File: config.mk
export PLATFORM = sky130hd
export DESIGN_NAME = manchester_frame_decoder_flat
export DESIGN_NICKNAME = d
export VERILOG_FILES = /design/src/rtl/manchester_pkg.sv /design/src/rtl/manchester_frame_decoder_if.sv /design/src/rtl/manchester_deserializer.sv /design/src/rtl/manchester_frame_decoder.sv /design/src/flat_wrapper.sv
export SDC_FILE = /design/constraint.sdc
export NUM_CORES = 1
export LEC_CHECK = 0
export CORE_MARGIN = 10
export CORE_UTILIZATION = 40
export CTS_CLUSTER_DIAMETER = 100
export DETAILED_ROUTE_END_ITERATION = 10
export GPL_TIMING_DRIVEN = 0
export PLACE_DENSITY_LB_ADDON = 0.3
export SYNTH_ARGS = -nofsm -noshare
export SYNTH_HDL_FRONTEND = slang
export SYNTH_SLANG_ARGS = --single-unit
File: constraint.sdc
create_clock -name clock -period 5.34 [get_ports clock]
set_input_delay 1.068 -clock clock [delete_from_list [all_inputs] [get_ports clock]]
set_output_delay 1.068 -clock clock [all_outputs]
set_load 0.005 [all_outputs]
File: src/rtl/manchester_pkg.sv
// Shared definitions for the Manchester decoder/encoder family: state encoding,
// polarity conventions and the timing-window helpers derived from the bit period.
package manchester_pkg;

    typedef enum logic [1:0] {
        ARMED = 2'd0,
        TRACK = 2'd1,
        HOLD  = 2'd2
    } dec_state_e;

    localparam int POLARITY_THOMAS = 0;
    localparam int POLARITY_IEEE   = 1;

    // Strobes closer than this to the last accepted edge are bit-boundary transitions.
    function automatic int blank_cycles(input int period);
        return (3 * period) / 4;
    endfunction

    function automatic int window_cycles(input int period);
        return period / 2;
    endfunction

    function automatic int holdoff_cycles(input int period);
        return period / 2;
    endfunction

endpackage

File: src/rtl/manchester_frame_decoder_if.sv
// Edge-strobe input and decoded bit/word/frame stream of the Manchester frame decoder.
interface manchester_frame_decoder_if #(
    parameter int WORD_WIDTH = 8
);
    logic                  pos_edge;
    logic                  neg_edge;
    logic                  bit_valid;
    logic                  bit_data;
    logic                  word_valid;
    logic [WORD_WIDTH-1:0] word_data;
    logic                  frame_start;
    logic                  frame_end;
    logic                  frame_error;
    logic                  busy;

    // Upstream side: edge detector drives strobes, frame buffer consumes the stream.
    modport master (
        output pos_edge,
        output neg_edge,
        input  bit_valid,
        input  bit_data,
        input  word_valid,
        input  word_data,
        input  frame_start,
        input  frame_end,
        input  frame_error,
        input  busy
    );

    modport slave (
        input  pos_edge,
        input  neg_edge,
        output bit_valid,
        output bit_data,
        output word_valid,
        output word_data,
        output frame_start,
        output frame_end,
        output frame_error,
        output busy
    );
endinterface

File: src/rtl/manchester_deserializer.sv
// Shifts decoded bits into a WORD_WIDTH word, pulses word_valid on completion and
// reports whether a partially assembled word is pending.
module manchester_deserializer
    import manchester_pkg::*;
#(
    parameter int WORD_WIDTH = 8,
    parameter int MSB_FIRST  = 0
) (
    input  logic                  clock,
    input  logic                  reset,
    input  logic                  clear,
    input  logic                  shift_en,
    input  logic                  shift_bit,
    output logic                  word_valid,
    output logic [WORD_WIDTH-1:0] word_data,
    output logic                  partial
);
    localparam int CW = $clog2(WORD_WIDTH);
    localparam logic [CW-1:0] LAST_IDX = CW'(WORD_WIDTH - 1);

    logic [WORD_WIDTH-1:0] shreg_q, shreg_d;
    logic [WORD_WIDTH-1:0] word_data_q, word_data_d;
    logic [CW-1:0]         count_q, count_d;
    logic                  word_valid_q, word_valid_d;

    always_comb begin
        shreg_d      = shreg_q;
        count_d      = count_q;
        word_data_d  = word_data_q;
        word_valid_d = 1'b0;
        if (clear) begin
            shreg_d = '0;
            count_d = '0;
        end else if (shift_en) begin
            // MSB-first pushes in at the bottom so the first bit ends at the top.
            if (MSB_FIRST != 0) begin
                shreg_d = {shreg_q[WORD_WIDTH-2:0], shift_bit};
            end else begin
                shreg_d = {shift_bit, shreg_q[WORD_WIDTH-1:1]};
            end
            if (count_q == LAST_IDX) begin
                count_d      = '0;
                word_data_d  = shreg_d;
                word_valid_d = 1'b1;
            end else begin
                count_d = count_q + CW'(1);
            end
        end
    end

    always_ff @(posedge clock) begin
        if (reset) begin
            shreg_q      <= '0;
            count_q      <= '0;
            word_data_q  <= '0;
            word_valid_q <= 1'b0;
        end else begin
            shreg_q      <= shreg_d;
            count_q      <= count_d;
            word_data_q  <= word_data_d;
            word_valid_q <= word_valid_d;
        end
    end

    assign word_valid = word_valid_q;
    assign word_data  = word_data_q;
    assign partial    = (count_q != '0);

endmodule

File: src/rtl/manchester_frame_decoder.sv
// Manchester frame decoder: turns edge strobes into bits using a blanking/accept
// window timed from the last accepted edge, and frames them into words.
module manchester_frame_decoder
    import manchester_pkg::*;
#(
    parameter int PERIOD     = 18,
    parameter int WORD_WIDTH = 8,
    parameter int POLARITY   = 0,
    parameter int MSB_FIRST  = 0,
    parameter int TW         = $clog2(2 * PERIOD) + 1
) (
    input  logic                     clock,
    input  logic                     reset,
    manchester_frame_decoder_if.slave bus
);
    localparam logic [TW-1:0] BLANK_T     = TW'(blank_cycles(PERIOD));
    localparam logic [TW-1:0] WIN_END_T   = TW'(blank_cycles(PERIOD) + window_cycles(PERIOD));
    localparam logic [TW-1:0] HOLD_LAST_T = TW'(holdoff_cycles(PERIOD) - 1);

    dec_state_e    state_q, state_d;
    logic [TW-1:0] timer_q, timer_d;
    logic          bit_valid_q, bit_valid_d;
    logic          bit_data_q, bit_data_d;
    logic          frame_start_q, frame_start_d;
    logic          frame_end_q, frame_end_d;
    logic          frame_error_q, frame_error_d;
    logic          busy_q, busy_d;

    logic          sync_edge;
    logic          edge_bit;
    logic          in_window;
    logic          shift_en;
    logic          des_clear;
    logic          partial;

    // The sync edge is the transition that would encode a 0 in the chosen convention.
    assign sync_edge = (POLARITY == POLARITY_THOMAS) ? bus.pos_edge : bus.neg_edge;
    assign edge_bit  = (POLARITY == POLARITY_IEEE) ? bus.pos_edge : bus.neg_edge;
    assign in_window = (timer_q >= BLANK_T) && (timer_q < WIN_END_T);

    always_comb begin
        state_d       = state_q;
        timer_d       = timer_q;
        bit_valid_d   = 1'b0;
        bit_data_d    = bit_data_q;
        frame_start_d = 1'b0;
        frame_end_d   = 1'b0;
        frame_error_d = 1'b0;
        shift_en      = 1'b0;
        des_clear     = 1'b0;
        case (state_q)
            ARMED: begin
                timer_d = '0;
                if (sync_edge) begin
                    state_d       = TRACK;
                    frame_start_d = 1'b1;
                end
            end
            TRACK: begin
                timer_d = timer_q + TW'(1);
                if (in_window && bus.pos_edge && bus.neg_edge) begin
                    state_d       = HOLD;
                    timer_d       = '0;
                    frame_end_d   = 1'b1;
                    frame_error_d = 1'b1;
                    des_clear     = 1'b1;
                end else if (in_window && (bus.pos_edge || bus.neg_edge)) begin
                    timer_d     = '0;
                    bit_valid_d = 1'b1;
                    bit_data_d  = edge_bit;
                    shift_en    = 1'b1;
                end else if (timer_q >= WIN_END_T) begin
                    // Silence through the whole window: the frame is over.
                    state_d       = HOLD;
                    timer_d       = '0;
                    frame_end_d   = 1'b1;
                    frame_error_d = partial;
                    des_clear     = 1'b1;
                end
            end
            HOLD: begin
                timer_d = timer_q + TW'(1);
                if (timer_q >= HOLD_LAST_T) begin
                    state_d = ARMED;
                    timer_d = '0;
                end
            end
            default: begin
                state_d = ARMED;
                timer_d = '0;
            end
        endcase
        busy_d = (state_d != ARMED);
    end

    always_ff @(posedge clock) begin
        if (reset) begin
            state_q       <= ARMED;
            timer_q       <= '0;
            bit_valid_q   <= 1'b0;
            bit_data_q    <= 1'b0;
            frame_start_q <= 1'b0;
            frame_end_q   <= 1'b0;
            frame_error_q <= 1'b0;
            busy_q        <= 1'b0;
        end else begin
            state_q       <= state_d;
            timer_q       <= timer_d;
            bit_valid_q   <= bit_valid_d;
            bit_data_q    <= bit_data_d;
            frame_start_q <= frame_start_d;
            frame_end_q   <= frame_end_d;
            frame_error_q <= frame_error_d;
            busy_q        <= busy_d;
        end
    end

    manchester_deserializer #(
        .WORD_WIDTH (WORD_WIDTH),
        .MSB_FIRST  (MSB_FIRST)
    ) u_deser (
        .clock      (clock),
        .reset      (reset),
        .clear      (des_clear),
        .shift_en   (shift_en),
        .shift_bit  (edge_bit),
        .word_valid (bus.word_valid),
        .word_data  (bus.word_data),
        .partial    (partial)
    );

    assign bus.bit_valid   = bit_valid_q;
    assign bus.bit_data    = bit_data_q;
    assign bus.frame_start = frame_start_q;
    assign bus.frame_end   = frame_end_q;
    assign bus.frame_error = frame_error_q;
    assign bus.busy        = busy_q;

endmodule

File: src/flat_wrapper.sv
// flat-port wrapper written by rule: the top's interface ports become plain ports
module manchester_frame_decoder_flat import manchester_pkg::*;
#(
    parameter int PERIOD     = 18,
    parameter int WORD_WIDTH = 8,
    parameter int POLARITY   = 0,
    parameter int MSB_FIRST  = 0,
    parameter int TW         = $clog2(2 * PERIOD) + 1
)
  (clock, reset, bus_pos_edge, bus_neg_edge, bus_bit_valid, bus_bit_data, bus_word_valid, bus_word_data, bus_frame_start, bus_frame_end, bus_frame_error, bus_busy);
  manchester_frame_decoder_if #(.WORD_WIDTH(WORD_WIDTH)) bus_i ();
  input  logic clock;
  input  logic reset;
  input wire logic [$bits(bus_i.pos_edge)-1:0] bus_pos_edge;
  input wire logic [$bits(bus_i.neg_edge)-1:0] bus_neg_edge;
  output wire logic [$bits(bus_i.bit_valid)-1:0] bus_bit_valid;
  output wire logic [$bits(bus_i.bit_data)-1:0] bus_bit_data;
  output wire logic [$bits(bus_i.word_valid)-1:0] bus_word_valid;
  output wire logic [$bits(bus_i.word_data)-1:0] bus_word_data;
  output wire logic [$bits(bus_i.frame_start)-1:0] bus_frame_start;
  output wire logic [$bits(bus_i.frame_end)-1:0] bus_frame_end;
  output wire logic [$bits(bus_i.frame_error)-1:0] bus_frame_error;
  output wire logic [$bits(bus_i.busy)-1:0] bus_busy;
  assign bus_i.pos_edge = bus_pos_edge;
  assign bus_i.neg_edge = bus_neg_edge;
  assign bus_bit_valid = bus_i.bit_valid;
  assign bus_bit_data = bus_i.bit_data;
  assign bus_word_valid = bus_i.word_valid;
  assign bus_word_data = bus_i.word_data;
  assign bus_frame_start = bus_i.frame_start;
  assign bus_frame_end = bus_i.frame_end;
  assign bus_frame_error = bus_i.frame_error;
  assign bus_busy = bus_i.busy;
  manchester_frame_decoder #(.PERIOD(PERIOD), .WORD_WIDTH(WORD_WIDTH), .POLARITY(POLARITY), .MSB_FIRST(MSB_FIRST), .TW(TW)) u_core (.clock(clock), .reset(reset), .bus(bus_i));
endmodule
==> flow_summary.json <==
{
  "result_of_the_run": "complete, no violations",
  "synth.ff_latch_count": 34,
  "cp-end-kind": "flop",
  "critPathMaxStageDelay_ns": 0.59,
  "commonest_cells_after_routing_fill_and_taps_aside": "sky130_fd_sc_hd__dfxtp_1, sky130_fd_sc_hd__clkdlybuf4s50_1, sky130_fd_sc_hd__nand2b_1, sky130_fd_sc_hd__a211oi_1",
  "synth_enable_flop_cells": 0,
  "dominant_cell_type_by_count_on_the_critical_path": "sky130_fd_sc_hd__buf_6",
  "post_synthesis_cells": 160,
  "rows": 22,
  "area_delta_synth_final_pct": 22.01,
  "vias_per_cell": 5.153,
  "cp_num_buf_inv": 3,
  "cp_data_arrival_time_ns": 2.70,
  "min_path_type": "flop to flop",
  "detail_route.wl_per_cell_um": 13.56,
  "grt_pass1_wl_mm": 5.485,
  "die_h_um": 82.05,
  "setup_viol": 0,
  "cts_inserted_buffers": 5,
  "max_rail_drop_vdd_uv": 113.0,
  "vias_in_the_first_global_route": 1242,
  "final_hold_viol_count": 0,
  "average_cell_area_after_synthesis_um2": 9.626,
  "initial_utilization_pct": 41.76,
  "finish.instance_area_um2": 1879,
  "pin_count": 19,
  "post_route_cells_drive_above_1_share_pct": 7.487,
  "post-cts-setup-buffers": 0,
  "floorplan.die_area_um2": 6732,
  "clock_pin_slew_on_the_worst_setup_and_hold_paths_ns": 0.07,
  "number_of_pins_with_negative_max_slew_slack_in_the_final_report": 0,
  "detailed_place.area_um2": 1784,
  "synth_sequential_area_ratio_pct": 44.19,
  "cts_tree": "built",
  "die_width_um": 82.05,
  "netlist-cell-type-count": 35,
  "cp_max_delay_cell": "sky130_fd_sc_hd__clkdlybuf4s50_1",
  "nNetsFinal": 200,
  "worstPathCellList": "clkdlybuf4s50_1 -> xor2_1 -> o21a_1 -> buf_6 -> and3_4 -> buf_6 -> mux2i_1",
  "power_density_nw_per_um2": 272.3,
  "synthesis.yosys.warnings": 0,
  "crit_path_max_fanout": 10,
  "grt_max_degree": 12,
  "final_worst_path_cycle_share_pct": 46.46,
  "antenna_found_initial": 0,
  "layout_commonest_cell": "sky130_fd_sc_hd__dfxtp_1",
  "detail_route.drc_violations": 0,
  "cap_viol_max_count": 0,
  "hpwlAfterDp_mm": 2.384,
  "synth-main-ff-cell": "sky130_fd_sc_hd__dfxtp_1",
  "unrepaired_setup_endpoints_after_global_routing": "no",
  "worst_skew_pair.late_latency_ns": 0.29,
  "path_delay_family": "buffers and inverters",
  "core-area_um2": 3689,
  "antenna_cells_inserted": 0,
  "cts-root-to-sink-buffers": 2,
  "fillCellCount": 354,
  "groute.usage.overall_pct": 10.58,
  "ctsHoldBuffers": 0,
  "setup-tns-final_ns": 0,
  "vias_post_dr": 1211,
  "first_pass_iters": 4,
  "design_power_total_mw": 0.5118,
  "clock_sinks": 34,
  "postRouteWirelength_mm": 3.187,
  "skew_ns": 0.01043,
  "clock_tree.root_cell": "sky130_fd_sc_hd__clkbuf_8",
  "maxClockFrequency_mhz": 403.1,
  "detailedRoute.firstIterationViolations": 63,
  "gpl.final_weighted_congestion": 0.8000,
  "post_layout_min_period_ns": 2.481,
  "worst-setup-path-type": "primary input to flop",
  "cellLeakagePower_nw": 0.6506,
  "critPathLaunchType": "primary input",
  "async_reset_ff_share_pct": 0,
  "syn_area_um2": 1540,
  "total_congestion_overflow": 0,
  "cp.required_ns": 5.56,
  "portBuffers": 18,
  "ctsResizeCount": 0,
  "clock_tree.htree_level_count": 2,
  "route.antenna.remaining_nets": 0
}
## metrics by stage
stage	utilization [%]	hold slack, ns	instances	worst slack, ns
2_1_floorplan	-	0.4479	161	3.311
3_3_place_gp	48.37	0.4579	227	2.635
3_5_place_dp	48.37	0.4634	227	2.556
4_1_cts	50.95	0.4767	235	2.855
5_1_grt	50.95	0.4976	235	2.765
6_report	50.95	0.4743	235	2.859
## state kept, by name (all words and copies together), names as in the netlist, 2 cells and up
signal	flops
u_core.state_q	2
u_core.timer_q	7
u_core.u_deser.count_q	3
u_core.u_deser.shreg_q	7
u_core.u_deser.word_data	8
## kinds of logic after synthesis
family | after synthesis | share of synthesized area [%]
AO/OA/AOI/OAI | 39 | 16.98
XOR/XNOR | 4 | 2.275
AND/OR/NAND/NOR | 47 | 17.71
adder cells (fa/ha/maj) | 10 | 8.123
buffers and inverters | 17 | 5.280
flip-flops | 34 | 44.19
multiplexers | 8 | 5.199
other | 1 | 0.2435
## layout make-up
type                    count  area, um2  share of cell area, %
multi-input cells         110      782.0                  41.61
flip-flops and latches     34      680.7                  36.22
repair buffers             18      180.2                  9.587
clock buffers               6      82.58                  4.394
well taps                  48      60.06                  3.196
plain buffers               9      51.30                  2.730
inverters                   8      30.03                  1.598
clock inverters             2      12.51                 0.6658
## worst min-delay path: stages, from the launching register on
cell	delay, ns
sky130_fd_sc_hd__dfxtp_1	0.31
sky130_fd_sc_hd__nand2b_1	0.06
sky130_fd_sc_hd__mux2i_1	0.06
## Yosys cell counts, types with 3 or more instances
cell type	number	share of area (%)
sky130_fd_sc_hd__a21oi_1	4	1.3
sky130_fd_sc_hd__clkbuf_1	5	1.2
sky130_fd_sc_hd__o21ai_0	4	1.3
sky130_fd_sc_hd__nor2_1	5	1.2
sky130_fd_sc_hd__inv_1	7	1.7
sky130_fd_sc_hd__ha_1	10	8.1
sky130_fd_sc_hd__mux2i_1	8	5.2
sky130_fd_sc_hd__nand2b_1	17	6.9
sky130_fd_sc_hd__dfxtp_1	34	44
sky130_fd_sc_hd__o21ai_1	8	2.6
sky130_fd_sc_hd__nor3b_1	3	1.5
sky130_fd_sc_hd__nand3_1	10	3.2
sky130_fd_sc_hd__nor3_1	5	1.6
sky130_fd_sc_hd__a211oi_1	11	5.4
## power breakdown
part	internal, mW	total (mW)	switching [mW]	leakage (nW)
clock network	0.104	0.198	0.0947	0.0472
logic	0.0221	0.0504	0.0283	0.328
registers	0.260	0.263	0.00342	0.275
## final timing paths
path	slack, ns	startpoint	endpoint	depth (start not counted)
setup / recovery	2.86	bus_neg_edge	u_core.u_deser.word_data[0]	7
hold / removal	0.47	u_core.u_deser.word_data[2]	u_core.u_deser.word_data[2]	2
setup reg to reg	3.40	u_core.timer_q[1]	u_core.u_deser.count_q[0]	7
hold reg to reg	0.47	u_core.u_deser.word_data[2]	u_core.u_deser.word_data[2]	2
## layer usage
metal	GRT usage (%)	part of all wire [%]	up-vias
met5	0	0	-
met4	5.612	2.3	0
met2	16.93	45	32
met1	11.32	43	554
li1	-	-	616
met3	5.131	8.9	9
(Power assumes the default switching activity.)
